## config.mk

```make
export PLATFORM = sky130hd
export DESIGN_NAME = man_decoder_param_flat
export DESIGN_NICKNAME = d
export VERILOG_FILES = /design/src/rtl/man_pkg.sv /design/src/rtl/man_decoder_param_if.sv /design/src/rtl/man_out_reg.sv /design/src/rtl/man_decoder_param.sv /design/src/flat_wrapper.sv
export SDC_FILE = /design/constraint.sdc
export NUM_CORES = 1
export LEC_CHECK = 0
export ABC_AREA = 1
export ABC_CLOCK_PERIOD_IN_PS = 5400
export CAP_MARGIN = 10
export CELL_PAD_IN_SITES_DETAIL_PLACEMENT = 1
export CELL_PAD_IN_SITES_GLOBAL_PLACEMENT = 2
export CORE_MARGIN = 5
export CORE_UTILIZATION = 30
export DETAILED_ROUTE_END_ITERATION = 16
export GPL_TIMING_DRIVEN = 0
export PLACE_DENSITY = 0.76
export SYNTH_ARGS = -nofsm -noshare
export SYNTH_HDL_FRONTEND = slang
export SYNTH_SLANG_ARGS = --single-unit
```

## constraint.sdc

```tcl
create_clock -name clk -period 5.4 [get_ports clk]
set_clock_uncertainty 0.2 [all_clocks]
set_input_delay 0.54 -clock clk [delete_from_list [all_inputs] [get_ports clk]]
set_output_delay 0.54 -clock clk [all_outputs]
set_load 0.1 [all_outputs]
```

## src/rtl/man_pkg.sv

```systemverilog
// man_pkg: definitions shared by the Manchester decoder files.
//   man_state_e      : FSM state encoding. The same values appear on state_out.
//   POL_THOMAS       : a falling mid-bit edge decodes as 1.
//   POL_IEEE         : a rising mid-bit edge decodes as 1.
//   TOL_SHIFT        : sets the sync tolerance to half_len >> TOL_SHIFT (+-1/4).
package man_pkg;

    typedef enum logic [2:0] {
        IDLE      = 3'd0,
        SYNC_LO   = 3'd1,
        SYNC_HI   = 3'd2,
        MASK      = 3'd3,
        WAIT_EDGE = 3'd4
    } man_state_e;

    localparam bit POL_THOMAS = 1'b0;
    localparam bit POL_IEEE   = 1'b1;

    localparam int TOL_SHIFT = 2;

endpackage

```

## src/rtl/man_decoder_param_if.sv

```systemverilog
// man_decoder_param_if: word handshake between the decoder and its consumer.
//   data_out   : decoded word. It is held stable while data_valid is high.
//   data_valid : a word is on offer.
//   data_ready : the consumer takes the word on any cycle where valid && ready.
//                Once data_valid is high it stays high until that cycle.
// Modports:
//   master : the decoder side.
//   slave  : the consumer side.
interface man_decoder_param_if #(
    parameter int DATA_W = 8
);
    logic [DATA_W-1:0] data_out;
    logic              data_valid;
    logic              data_ready;

    modport master (output data_out, output data_valid, input data_ready);
    modport slave  (input data_out, input data_valid, output data_ready);
endinterface

```

## src/rtl/man_out_reg.sv

```systemverilog
// man_out_reg: single-entry output register for decoded words.
//   clk, rst  : clock and asynchronous active-high reset.
//   push      : a complete word is presented this cycle.
//   push_data : the word being presented.
//   bus       : valid/ready word interface (master side).
//   overrun   : one-cycle pulse when a pushed word is dropped.
//
// A push is accepted when the register is empty, or when the register is
// being drained in the same cycle. In any other case the word is lost and
// the registered contents are left unchanged.
module man_out_reg #(
    parameter int DATA_W = 8
) (
    input  logic                clk,
    input  logic                rst,
    input  logic                push,
    input  logic [DATA_W-1:0]   push_data,
    man_decoder_param_if.master bus,
    output logic                overrun
);

    always_ff @(posedge clk or posedge rst) begin
        if (rst) begin
            bus.data_out   <= '0;
            bus.data_valid <= 1'b0;
            overrun        <= 1'b0;
        end else begin
            overrun <= 1'b0;
            if (push && (!bus.data_valid || bus.data_ready)) begin
                bus.data_out   <= push_data;
                bus.data_valid <= 1'b1;
            end else begin
                if (bus.data_valid && bus.data_ready) begin
                    bus.data_valid <= 1'b0;
                end
                // This branch only sees a push when the register is full
                // and is not being drained, so the push is dropped.
                overrun <= push;
            end
        end
    end

endmodule

```

## src/rtl/man_decoder_param.sv

```systemverilog
// man_decoder_param: oversampled Manchester receiver.
// The sync preamble gives the bit timing. Each frame yields one DATA_W-bit
// word, received MSB first.
//   clk, rst   : sampling clock (>= 4x bit rate), asynchronous active-high reset.
//   din        : synchronised Manchester line. The line idles high.
//   bus        : valid/ready word output (master side).
//   frame_err  : one-cycle pulse on a sync, timing or parity violation.
//   overrun    : one-cycle pulse when a completed word is dropped.
//   busy       : high in every state except IDLE.
//   state_out  : current FSM state (man_state_e encoding).
// Optional build macro MAN_PARITY_EN:
//   Each frame carries one more bit, an even parity bit over the data bits.
//   A frame whose parity fails is dropped and raises frame_err.
module man_decoder_param
    import man_pkg::*;
#(
    parameter int DATA_W   = 8,
    parameter int CNT_W    = 8,
    parameter int MIN_HALF = 2,
    parameter int MAX_HALF = 200,
    parameter bit POLARITY = POL_THOMAS
) (
    input  logic                clk,
    input  logic                rst,
    input  logic                din,
    man_decoder_param_if.master bus,
    output logic                frame_err,
    output logic                overrun,
    output logic                busy,
    output logic [2:0]          state_out
);

`ifdef MAN_PARITY_EN
    localparam int NBITS = DATA_W + 1;
`else
    localparam int NBITS = DATA_W;
`endif
    localparam int BC_W = $clog2(NBITS + 1);

    localparam logic [CNT_W:0]  MIN_C    = (CNT_W+1)'(MIN_HALF);
    localparam logic [CNT_W:0]  MAX_C    = (CNT_W+1)'(MAX_HALF);
    localparam logic [BC_W-1:0] LAST_BIT = BC_W'(NBITS - 1);

    man_state_e        state, state_n;
    logic              din_q;
    logic [CNT_W:0]    half_cnt, half_cnt_n;
    logic [CNT_W-1:0]  half_len, half_len_n;
    logic [CNT_W:0]    mask_cnt, mask_cnt_n;
    logic [CNT_W-1:0]  to_cnt, to_cnt_n;
    logic [BC_W-1:0]   bit_cnt, bit_cnt_n;
    logic [DATA_W-1:0] word, word_n, word_sh;
    logic              err_n, push;
    logic [DATA_W-1:0] push_data;

    // Timing limits are kept one bit wider than CNT_W. This keeps 1.25x and
    // 1.5x of half_len from wrapping.
    logic [CNT_W:0] half_ext, tol, lo_lim, hi_lim, mask_load;
    logic           bit_in, edge_seen;

    assign half_ext  = {1'b0, half_len};
    assign tol       = half_ext >> TOL_SHIFT;
    assign lo_lim    = half_ext - tol;
    assign hi_lim    = half_ext + tol;
    assign mask_load = half_ext + (half_ext >> 1);

    assign bit_in    = (POLARITY == POL_IEEE) ? din : ~din;
    assign edge_seen = din ^ din_q;

    always_comb begin
        word_sh    = word << 1;
        word_sh[0] = bit_in;
    end

    always_ff @(posedge clk or posedge rst) begin
        if (rst) begin
            state     <= IDLE;
            din_q     <= 1'b1;   // line history starts at the idle level
            half_cnt  <= '0;
            half_len  <= '0;
            mask_cnt  <= '0;
            to_cnt    <= '0;
            bit_cnt   <= '0;
            word      <= '0;
            frame_err <= 1'b0;
        end else begin
            state     <= state_n;
            din_q     <= din;
            half_cnt  <= half_cnt_n;
            half_len  <= half_len_n;
            mask_cnt  <= mask_cnt_n;
            to_cnt    <= to_cnt_n;
            bit_cnt   <= bit_cnt_n;
            word      <= word_n;
            frame_err <= err_n;
        end
    end

    always_comb begin
        state_n    = state;
        half_cnt_n = half_cnt;
        half_len_n = half_len;
        mask_cnt_n = mask_cnt;
        to_cnt_n   = to_cnt;
        bit_cnt_n  = bit_cnt;
        word_n     = word;
        err_n      = 1'b0;
        push       = 1'b0;
        push_data  = word_sh;

        case (state)
            IDLE: begin
                if (din_q && !din) begin
                    state_n    = SYNC_LO;
                    half_cnt_n = (CNT_W+1)'(1);
                end
            end

            SYNC_LO: begin
                if (!din) begin
                    if (half_cnt >= MAX_C) begin
                        err_n   = 1'b1;
                        state_n = IDLE;
                    end else begin
                        half_cnt_n = half_cnt + (CNT_W+1)'(1);
                    end
                end else if (half_cnt >= MIN_C && half_cnt <= MAX_C) begin
                    half_len_n = half_cnt[CNT_W-1:0];
                    half_cnt_n = (CNT_W+1)'(1);
                    state_n    = SYNC_HI;
                end else begin
                    err_n   = 1'b1;
                    state_n = IDLE;
                end
            end

            SYNC_HI: begin
                if (din) begin
                    // Stop at the upper limit so a stuck-high line is not
                    // held in SYNC_HI forever.
                    if (half_cnt >= hi_lim) begin
                        err_n   = 1'b1;
                        state_n = IDLE;
                    end else begin
                        half_cnt_n = half_cnt + (CNT_W+1)'(1);
                    end
                end else if (half_cnt >= lo_lim && half_cnt <= hi_lim) begin
                    // This falling edge is the first mid-bit reference.
                    // It only sets the timing and carries no data.
                    mask_cnt_n = mask_load;
                    bit_cnt_n  = '0;
                    word_n     = '0;
                    state_n    = MASK;
                end else begin
                    err_n   = 1'b1;
                    state_n = IDLE;
                end
            end

            MASK: begin
                // Blanks 3/4 of a bit period after each mid-bit edge, which
                // hides the bit-boundary transition.
                if (mask_cnt <= (CNT_W+1)'(1)) begin
                    to_cnt_n = '0;
                    state_n  = WAIT_EDGE;
                end else begin
                    mask_cnt_n = mask_cnt - (CNT_W+1)'(1);
                end
            end

            WAIT_EDGE: begin
                if (edge_seen) begin
                    bit_cnt_n  = bit_cnt + BC_W'(1);
                    mask_cnt_n = mask_load;
                    state_n    = MASK;
                    if (bit_cnt == LAST_BIT) begin
                        state_n = IDLE;
`ifdef MAN_PARITY_EN
                        // Here the last bit is the parity bit and is not
                        // shifted into the word.
                        if (bit_in == ^word) begin
                            push      = 1'b1;
                            push_data = word;
                        end else begin
                            err_n = 1'b1;
                        end
`else
                        push = 1'b1;
`endif
                    end else begin
                        word_n = word_sh;
                    end
                end else if (to_cnt == half_len) begin
                    err_n   = 1'b1;
                    state_n = IDLE;
                end else begin
                    to_cnt_n = to_cnt + CNT_W'(1);
                end
            end

            default: state_n = IDLE;
        endcase
    end

    man_out_reg #(.DATA_W(DATA_W)) u_out_reg (
        .clk       (clk),
        .rst       (rst),
        .push      (push),
        .push_data (push_data),
        .bus       (bus),
        .overrun   (overrun)
    );

    assign busy      = (state != IDLE);
    assign state_out = state;

endmodule

```

## src/flat_wrapper.sv

```systemverilog
// flat-port wrapper written by rule: the top's interface ports become plain ports
module man_decoder_param_flat import man_pkg::*;
#(
    parameter int DATA_W   = 8,
    parameter int CNT_W    = 8,
    parameter int MIN_HALF = 2,
    parameter int MAX_HALF = 200,
    parameter bit POLARITY = POL_THOMAS
)
  (clk, rst, din, frame_err, overrun, busy, state_out, bus_data_out, bus_data_valid, bus_data_ready);
  man_decoder_param_if #(.DATA_W(DATA_W)) bus_i ();
  input  logic clk;
  input  logic rst;
  input  logic din;
  output logic frame_err;
  output logic overrun;
  output logic busy;
  output logic [2:0] state_out;
  output wire logic [$bits(bus_i.data_out)-1:0] bus_data_out;
  output wire logic [$bits(bus_i.data_valid)-1:0] bus_data_valid;
  input wire logic [$bits(bus_i.data_ready)-1:0] bus_data_ready;
  assign bus_data_out = bus_i.data_out;
  assign bus_data_valid = bus_i.data_valid;
  assign bus_i.data_ready = bus_data_ready;
  man_decoder_param #(.DATA_W(DATA_W), .CNT_W(CNT_W), .MIN_HALF(MIN_HALF), .MAX_HALF(MAX_HALF), .POLARITY(POLARITY)) u_core (.clk(clk), .rst(rst), .din(din), .bus(bus_i), .frame_err(frame_err), .overrun(overrun), .busy(busy), .state_out(state_out));
endmodule
```

==> impl_results.md <==
- Worst setup SP type: register
- Crit-path max FO: 10
- Post-Syn Area: ~4700 µm²
- Reg-to-Reg Start: u_core.half_len[5]
- Crit path kind: register to register
- Clk buf depth: 2
- First-pass GRT wire length: 23190 µm
- Worst r2r dst: u_core.mask_cnt[8]
- Hpwl dp: 10520 µm
- Final setup fails: 0
- Layout cell share with drive strength beyond 1: approximately 6.4%
- Final Non-Filler Cells: around 900
- Remaining DRCs: 0
- Crit-path slowest cell: dfrtp_1
- Top Ports: 19
- Initial antenna violation count: 0
- Post-CTS Setup Bufs: 0
- Leak pwr: roughly 2.8 nW
- Max IR drop VDD: ~0.36 mV
- Die ar.: approximately 18000 µm²
- Hold buffers post-CTS: 0
- Cell mode on critical path: nand2_1
- H-tree levels: 3
- Delay-heaviest family, CP: simple AND/OR/NAND/NOR gates
- Min Tclk post-route: 4.038 ns
- Slew HR: 34.11%
- CP endpoint kind: register
- ANT nets after route: 0
- Die width: roughly 140 µm
- Worst hold-check path type: register to register
- Post-layout util: about 36%
- GP Congestion: ~0.86
- Ys Warns: 0
- Flop2flop setup slack: 1.36 ns
- Initial Utilization: a little under a third
- Register area share after synthesis: 31.95%
- Drt via density: approximately 5
- Achievable frequency: about 250 MHz
- Largest net degree at the start of global routing: 33
- PD cells: approximately 400 nW/µm²
- Worst Reg-to-Reg Cells: 20
- Final hold vios: 0
- Detailed-route via count: approximately 4300
- Hold Path Depth: 1
- GRT Total Usage: around 16%
- Area leader, netlist: dfrtp_1
- Synth top area cells: dfrtp_1, nand2_1, ha_1
- CP peak stage delay: roughly 0.61 ns
- Post-Syn Instances: about 640
- Final slew viol count: 0
- Final layout net count: about 700
- TritonCTS clock tree: done
- Max-Cap Viols: 0
- Antenna fix cells: 0
- CORE AREA: ~15000 µm²
- Port bufs: 18
- Synthesized flop and latch total: 60
- CTS resizes: 0
- RSZ-0062 raised after global routing: no
- Clock sinks: 60
- Clock Pin Slew Worst Setup and Hold Paths: around 0.060 ns
- Routed WL: roughly 14000 µm
- CTS Buf Count: 9
- Row count: 45
- Hold path startpoint: u_core.word[6]
- Crit path depth: 20
- Yosys top cell area share: 31.39%
- P&R area growth vs syn: 16.41%
- Syn Nets: 691
- Hold worst-path end: u_core.u_out_reg.bus.data_out[7]
- Hold_ws: 0.2924 ns
- Clk_lat worst skew: around 0.33 ns
- Least-Margin Pin Slew: 0.9853 ns
- Post-Place Cells: ~870
- Critical path, cell by cell: inv_1 -> ha_1 -> o21ai_0 -> a31oi_1 -> nor2_1 -> o21ai_0 -> nand2_1 -> xor2_1 -> ha_1 -> nand2_1 -> nor2_1 -> nand3b_1 -> nand3_1 -> nand2_1 -> nand3_1 -> nand2_2 -> nand2_1 -> buf_4 -> nand2_1 -> o21ai_1
- Worst path bufs/invs: 2
- CP arrival: slightly above 4 ns
- Grt total ovfl: 0
- Pwr Total: around 2.2 mW
- Die H: about 140 µm
- Root buffer cell: clkbuf_16
- Mean Syn Cell Area: ~7.4 µm²
- Worst Path Required: about 5.5 ns
- First drt pass iteration count: 4
- Status: finished clean
- Unique cell type count in the Yosys netlist: 37
- Vias in the first global route: around 4600
- Avg WL per Cell: between 15 and 20 µm
- 1st-iter DRT viols: ~160
- Period utilization: about three quarters
- Sum of negative setup slack: 0 ns
[sequential cells by signal, indices dropped and copies added, names as in the netlist]
name,flops
u_core.din_q,1
u_core.to_cnt,8
u_core.bit_cnt,4
u_core.u_out_reg.bus.data_valid,1
u_core.mask_cnt,9
u_core.half_cnt,9
u_core.u_out_reg.overrun,1
u_core.u_out_reg.bus.data_out,8
u_core.word,7
u_core.frame_err,1
u_core.state_out,3
u_core.half_len,8
[per-stage QoR]
| step | worst slack (ns) | instance area, µm² |
|---|---|---|
| floorplan | 2.162 | 4703 |
| global placement | 1.411 | 5147 |
| detailed placement | 1.379 | 5167 |
| CTS | 1.334 | 5475 |
| global route | 0.9892 | 5475 |
| finish | 1.362 | 5475 |
[worst max path at each step]
stage                             startpoint            endpoint  slack (ns)
final                     u_core.half_len[5]  u_core.mask_cnt[8]        1.36
after CTS                 u_core.half_len[5]  u_core.half_cnt[7]        1.33
after global routing      u_core.half_len[5]  u_core.mask_cnt[8]        0.99
after detailed placement  u_core.half_len[4]  u_core.mask_cnt[8]        1.38
after floorplan           u_core.half_len[2]  u_core.mask_cnt[8]        2.16
after global placement    u_core.half_len[4]  u_core.mask_cnt[8]        1.41
[placed cells by master (no fill, tap or decap), types with 2 or more instances in the layout]
| cell | Yosys | routed |
|---|---|---|
| nand2_2 | 6 | 6 |
| nand2_1 | 179 | 179 |
| o221ai_1 | 2 | 2 |
| inv_1 | 72 | 71 |
| o21a_1 | 3 | 3 |
| dfrtp_1 | 59 | 59 |
| clkinv_4 | 0 | 3 |
| clkbuf_16 | 0 | 9 |
| xnor2_1 | 9 | 9 |
| nor2_1 | 45 | 45 |
| a21o_1 | 2 | 2 |
| inv_2 | 6 | 7 |
| nand3_1 | 57 | 57 |
| inv_6 | 0 | 3 |
| o31ai_1 | 6 | 6 |
| clkbuf_1 | 2 | 2 |
| ha_1 | 47 | 47 |
| buf_2 | 5 | 5 |
| fa_1 | 3 | 3 |
| clkdlybuf4s50_1 | 0 | 18 |
| nor3_1 | 7 | 7 |
| o21ai_0 | 23 | 23 |
| xor2_1 | 24 | 24 |
| mux2_1 | 7 | 7 |
| o21ai_1 | 12 | 12 |
| a21oi_1 | 25 | 25 |
| nand4_1 | 22 | 22 |
[power breakdown]
group          switching [mW]  internal (mW)  total (mW)
registers              0.0906          0.507       0.598
logic                   0.682          0.336        1.02
clock network           0.228          0.364       0.592
[cells by family after synthesis]
logic type / count (synthesis) / share of synthesized area (%)
adders and majority gates: 50 / 13.78
buffers and inverters: 86 / 7.076
xor gates and xnor gates: 33 / 6.145
AOI/OAI and AO/OA: 77 / 9.285
DFF: 60 / 31.95
muxes: 8 / 1.889
and+or+nand+nor: 323 / 29.88
[cells in the mapped netlist (all sizes together)]
cell type  instances
a21o               2
a21oi             26
a31oi              1
buf                6
clkbuf             2
dfrtp             59
dfstp              1
fa                 3
ha                47
inv               78
mux2               7
mux2i              1
nand2            185
nand3             59
nand3b             1
nand4             22
nor2              47
nor3               8
nor4               1
o211ai             1
o21a               3
o21ai             35
o221ai             2
o22ai              1
o31ai              6
xnor2              9
xor2              24
[final cells by class]
type,instances,area (µm²)
Fill cell,1911,9839
Multi-Input combinational cell,491,2868
Sequential cell,60,1503
Inverter,78,292.8
Tap cell,211,264.0
Clock buffer,9,225.2
Timing Repair Buffer,19,200.2
Clock inverter,7,82.58
Buffer,8,40.04
[metal layers]
layer / vias to the layer above / global-route usage (%) / routed length, µm
met2: 42 / 27.10 / 6552
met4: 0 / 3.359 / 104
met5: - / 0 / 0
met1: 2112 / 20.89 / 6601
li1: 2164 / - / -
met3: 8 / 2.192 / 347
(Power assumes the default switching activity.)
